## src/rtl/handshake_rr_arbiter.sv

```systemverilog
// Round-robin N-to-1 arbiter feeding a registered 2-entry skid stage.
// A multi-beat packet keeps the grant until its last beat has been accepted.
// The upstream ready comes only from registered skid occupancy, so there is
// no combinational path from s_ready to m_ready.
module handshake_rr_arbiter #(
    parameter int unsigned N  = 4,
    parameter int unsigned DW = 32,
    parameter int unsigned IW = 2
) (
    input  logic            clk,
    input  logic            rst,
    input  logic [N-1:0]    m_valid,
    input  logic [N*DW-1:0] m_data,
    input  logic [N-1:0]    m_last,
    output logic [N-1:0]    m_ready,
    output logic            s_valid,
    output logic [DW-1:0]   s_data,
    output logic [IW-1:0]   s_id,
    output logic            s_last,
    input  logic            s_ready
);

    localparam logic StIdle   = 1'b0;
    localparam logic StLocked = 1'b1;

    logic          state_q, state_d;
    logic [IW-1:0] rr_ptr_q, rr_ptr_d;
    logic [IW-1:0] lock_q, lock_d;

    logic          s_valid_q, s_valid_d;
    logic [DW-1:0] s_data_q;
    logic [IW-1:0] s_id_q;
    logic          s_last_q;

    logic          skid_valid_q, skid_valid_d;
    logic [DW-1:0] skid_data_q;
    logic [IW-1:0] skid_id_q;
    logic          skid_last_q;

    logic [IW-1:0] grant;
    logic          grant_found;
    logic [IW-1:0] sel;
    logic          sel_valid;
    logic          can_accept;
    logic          accept;
    logic [DW-1:0] beat_data;
    logic          beat_last;
    logic          load_main_beat, load_main_skid, load_skid;

    // Find the first valid requester after rr_ptr, wrapping modulo N.
    always_comb begin
        int unsigned idx;
        idx         = 0;
        grant       = '0;
        grant_found = 1'b0;
        for (int unsigned k = 1; k <= N; k++) begin
            idx = (32'(rr_ptr_q) + k) % N;
            if (!grant_found && m_valid[idx]) begin
                grant       = IW'(idx);
                grant_found = 1'b1;
            end
        end
    end

    // Select the granted requester; a locked packet holds its grant even when its valid drops.
    always_comb begin
        can_accept = ~skid_valid_q;
        sel        = (state_q == StLocked) ? lock_q : grant;
        sel_valid  = (state_q == StLocked) ? 1'b1 : grant_found;
        m_ready    = '0;
        if (!rst && sel_valid && can_accept) begin
            m_ready[sel] = 1'b1;
        end
        accept    = |(m_valid & m_ready);
        beat_data = m_data[sel*DW +: DW];
        beat_last = m_last[sel];
    end

    // Arbitration FSM: the pointer moves only when a packet completes.
    always_comb begin
        state_d  = state_q;
        rr_ptr_d = rr_ptr_q;
        lock_d   = lock_q;
        if (accept) begin
            if (beat_last) begin
                state_d  = StIdle;
                rr_ptr_d = sel;
            end else begin
                state_d = StLocked;
                lock_d  = sel;
            end
        end
    end

    // Skid-stage control: main register drives the slave, skid catches a beat during a stall.
    always_comb begin
        s_valid_d      = s_valid_q;
        skid_valid_d   = skid_valid_q;
        load_main_beat = 1'b0;
        load_main_skid = 1'b0;
        load_skid      = 1'b0;
        if (skid_valid_q) begin
            if (s_ready) begin
                load_main_skid = 1'b1;
                skid_valid_d   = 1'b0;
            end
        end else if (accept) begin
            if (!s_valid_q || s_ready) begin
                load_main_beat = 1'b1;
                s_valid_d      = 1'b1;
            end else begin
                load_skid    = 1'b1;
                skid_valid_d = 1'b1;
            end
        end else if (s_valid_q && s_ready) begin
            s_valid_d = 1'b0;
        end
    end

    // State and datapath registers with synchronous reset.
    always_ff @(posedge clk) begin
        if (rst) begin
            state_q      <= StIdle;
            rr_ptr_q     <= IW'(N - 1);
            lock_q       <= '0;
            s_valid_q    <= 1'b0;
            s_data_q     <= '0;
            s_id_q       <= '0;
            s_last_q     <= 1'b0;
            skid_valid_q <= 1'b0;
            skid_data_q  <= '0;
            skid_id_q    <= '0;
            skid_last_q  <= 1'b0;
        end else begin
            state_q      <= state_d;
            rr_ptr_q     <= rr_ptr_d;
            lock_q       <= lock_d;
            s_valid_q    <= s_valid_d;
            skid_valid_q <= skid_valid_d;
            if (load_main_beat) begin
                s_data_q <= beat_data;
                s_id_q   <= sel;
                s_last_q <= beat_last;
            end else if (load_main_skid) begin
                s_data_q <= skid_data_q;
                s_id_q   <= skid_id_q;
                s_last_q <= skid_last_q;
            end
            if (load_skid) begin
                skid_data_q <= beat_data;
                skid_id_q   <= sel;
                skid_last_q <= beat_last;
            end
        end
    end

    assign s_valid = s_valid_q;
    assign s_data  = s_data_q;
    assign s_id    = s_id_q;
    assign s_last  = s_last_q;

endmodule

```

## config.mk

```make
export PLATFORM = sky130hd
export DESIGN_NAME = handshake_rr_arbiter
export DESIGN_NICKNAME = d
export VERILOG_FILES = /design/src/rtl/handshake_rr_arbiter.sv
export SDC_FILE = /design/constraint.sdc
export NUM_CORES = 1
export LEC_CHECK = 0
export CAP_MARGIN = 20
export CORE_MARGIN = 5
export CORE_UTILIZATION = 48
export CTS_CLUSTER_DIAMETER = 80
export DETAILED_ROUTE_END_ITERATION = 16
export PLACE_DENSITY = 0.87
export SLEW_MARGIN = 40
export SYNTH_ARGS = -nofsm -noshare
export SYNTH_HDL_FRONTEND = slang
export SYNTH_SLANG_ARGS = --single-unit
```

## constraint.sdc

```tcl
create_clock -name clk -period 7.2 [get_ports clk]
set_clock_uncertainty 0.05 [all_clocks]
set_input_delay 1.44 -clock clk [delete_from_list [all_inputs] [get_ports clk]]
set_output_delay 1.44 -clock clk [all_outputs]
set_load 0.005 [all_outputs]
```

==> flow_metrics.tcl <==
set metrics [dict create \
    dieArea_mm2 0.0117 \
    hold_path_startpoint "skid_last_q$_SDFFE_PP0P_" \
    worst_r2r_startpoint "rr_ptr_q[1]$_SDFFE_PP1P_" \
    total_leakage_power_nw 2.28 \
    post_cts_resized 0 \
    r2r_end "s_data[8]$_SDFFE_PP0P_" \
    numPortBuffers 178 \
    max_stage_delay_ns 0.53 \
    synth.most_common_cell "mux2i_1" \
    drt-wirelength-per-cell_um 17.7 \
    worst_r2r_path_depth 8 \
    synth_area_leaders "dfxtp_1 33%, mux2i_1 22%, nand3_1 7.6%, a311oi_2 6.2%, a21oi_1 4.3%" \
    hold-path-cell-count 2 \
    cp-start-kind "input port" \
    core.rowCount 35 \
    yosys.area.top_type "dfxtp_1" \
    clk-insertion-delay-late_ns 0.34 \
    slowest_stage "clkdlybuf4s50_1" \
    hpwlAfterDp_mm 10.3 \
    die-width_um 108 \
    cp.required_ns 5.71 \
    hold_path.class "register to register" \
    globalRouteTotalUtil 0.241 \
    critical_path.max_fanout 9 \
    mappedNetlistNets 680 \
    filler_cells_inserted 727 \
    drt.antenna.violating_nets 0 \
    worst_slew_slack_as_a_fraction_of_its_limit 0.464 \
    nNetsFinal 826 \
    detail_route.first_pass.iterations 5 \
    maximum_vdd_drop_mv 0.353 \
    fmax_ghz 0.190 \
    ff2ff_setup_slack_ns 3.90 \
    timing_max_transition_violations_final 0 \
    path_clk_slew_ns 0.08 \
    fraction_of_final_layout_cells_sized_beyond_drive_strength_1 0.0853 \
    synth.yosys.warnings 0 \
    htree_levels 3 \
    postSynthCellCount 541 \
    placeableCoreArea_mm2 0.00933 \
    synth_seq_cells 77 \
    number_of_design_rule_violations_left_by_the_first_detailed_router_iteration 343 \
    detail_route.drc_violations 0 \
    fin_crit_ns 5.27 \
    crit_arrival_ns 3.78 \
    cts_buffer_depth 2 \
    ys.flop_type "dfxtp_1" \
    timing.final.hold_violations 0 \
    place_congestion 0.900 \
    grt_max_degree 79 \
    cts-hold-fix-buffers 0 \
    num_vias 4830 \
    worst_max_slew_pin_slew_ns 0.804 \
    die_height_um 108 \
    post_cts_setup_buffer_count 0 \
    grt_overflow 0 \
    initial_cell_density_of_the_core 0.495 \
    p_per_area_mw_per_mm2 337 \
    numCtsBuffers 9 \
    cap_violations 0 \
    number_of_clock_sinks 77 \
    grt_first_pass_wirelength_mm 22.9 \
    worstSetupEndpointType "primary output" \
    cp_common_cell "clkdlybuf4s50_1" \
    final_util 0.716 \
    yosys-top-cells-count "101 x mux2i_1, 77 x dfxtp_1, 70 x nand3_1, 42 x nand2_1, 42 x nor2_1" \
    timing.setup.tns_ns 0 \
    num_io_pins 179 \
    number_of_antenna_diodes 0 \
    post-route-period-util 0.732 \
    vias_in_the_first_global_route 4754 \
    outcome "finished, final reports clean" \
    ys_types 40 \
    yosysSeqAreaShare 0.334 \
    total_power_mw 2.25 \
    holdPathEnd "skid_last_q$_SDFFE_PP0P_" \
    rsz0062_at_grt "no" \
    timing.setup.critical_path_class "input port to primary output" \
    syn_area_mm2 0.00462 \
    synth-edff-count 0 \
    finalWirelength_mm 14.6 \
    route.detailed.vias_per_inst 5.88 \
    layout-area-overhead-vs-synth_pct 44.6 \
    cts_root_buf "clkbuf_8" \
    worstPathCellList "clkdlybuf4s50_1 > nand2b_1 > a21oi_1 > nor3_1 > o31ai_4 > nor2b_1 > clkdlybuf4s50_1" \
    tritoncts "done" \
    mapped_avg_cell_area_um2 8.54 \
    synth_top_area_frac 0.334 \
    final-setup-viol-count 0 \
    synth-async-reset-ratio 0 \
    grt_antenna_before_repair 0 \
]
-- final cells by class --
class / count / area [um2] / share of cell area
multi-input combinational: 406 / 2830 / 0.424
sequential: 77 / 1540 / 0.231
inverter: 3 / 11.3 / 0.00169
tap: 129 / 161 / 0.0242
timing repair buffer: 190 / 1890 / 0.283
clock inverter: 7 / 123 / 0.0184
clock buffer: 9 / 124 / 0.0185
-- cells in the final DEF, fill, tap and decap left out, types with 3 or more instances in the layout --
master / Yosys / layout
dfxtp_1: 77 / 77
clkbuf_8: 0 / 9
inv_1: 3 / 3
nor2_1: 42 / 42
mux2_2: 3 / 3
a311oi_2: 19 / 19
buf_4: 8 / 8
bufinv_16: 0 / 3
clkdlybuf4s50_1: 0 / 177
mux2i_1: 101 / 101
a21oi_1: 40 / 40
o21ai_0: 38 / 38
a211oi_1: 3 / 3
nand2_1: 42 / 41
nor3_1: 5 / 5
nand3_1: 70 / 70
a311oi_1: 15 / 15
-- cells by family (layout without fill, tap and decap cells) --
group,after synthesis,after routing,synth area share
compound gates,132,132,0.211
buf+inv,58,209,0.0628
flops,77,77,0.334
mux,104,104,0.226
simple gates,170,170,0.166
-- power breakdown --
| part | internal, mW | switching [mW] |
|---|---|---|
| sequential | 0.523 | 0.0662 |
| combinational | 0.601 | 0.662 |
| clock | 0.232 | 0.164 |
-- flip-flops by register name (all words and copies together) (netlist names), 2 cells and up --
name,flops
rr_ptr_q,2
s_id,2
s_data,32
lock_q,2
skid_data_q,32
skid_id_q,2
-- routing by layer --
| metal | share of wire | routed length (um) | global-route usage |
|---|---|---|---|
| met4 | 0.015 | 221 | 0.0830 |
| met3 | 0.070 | 1020 | 0.0484 |
| met2 | 0.51 | 7500 | 0.433 |
| met1 | 0.40 | 5830 | 0.285 |
| met5 | 0 | 0 | 0 |
-- stage by stage --
step	instances	hold slack, ns	cell area [um2]	setup slack [ns]
after floorplan	541	0.401	4620	2.94
after global placement	802	0.410	6380	1.74
after detailed placement	805	0.419	6420	1.99
after CTS	821	0.432	6670	1.97
after global routing	821	0.452	6680	1.84
final	821	0.434	6680	1.93
-- worst max-delay path, delay by kind of cell --
family	cells	cell delay, ns
buffers and inverters	2	1.04
AND/OR/NAND/NOR	3	0.55
AO/OA/AOI/OAI	2	0.75
-- worst max path at each step --
| stage | end | slack [ns] | cells after the start | start |
|---|---|---|---|---|
| CTS | m_ready[1] | 1.97 | 7 | m_valid[2] |
| detailed placement | m_ready[1] | 1.99 | 7 | m_valid[2] |
| global placement | m_ready[1] | 1.74 | 7 | m_valid[1] |
| floorplan | m_ready[1] | 2.94 | 6 | m_valid[2] |
| global route | m_ready[1] | 1.84 | 7 | m_valid[2] |
| finish | m_ready[1] | 1.93 | 7 | m_valid[2] |
(Power assumes the default switching activity.)
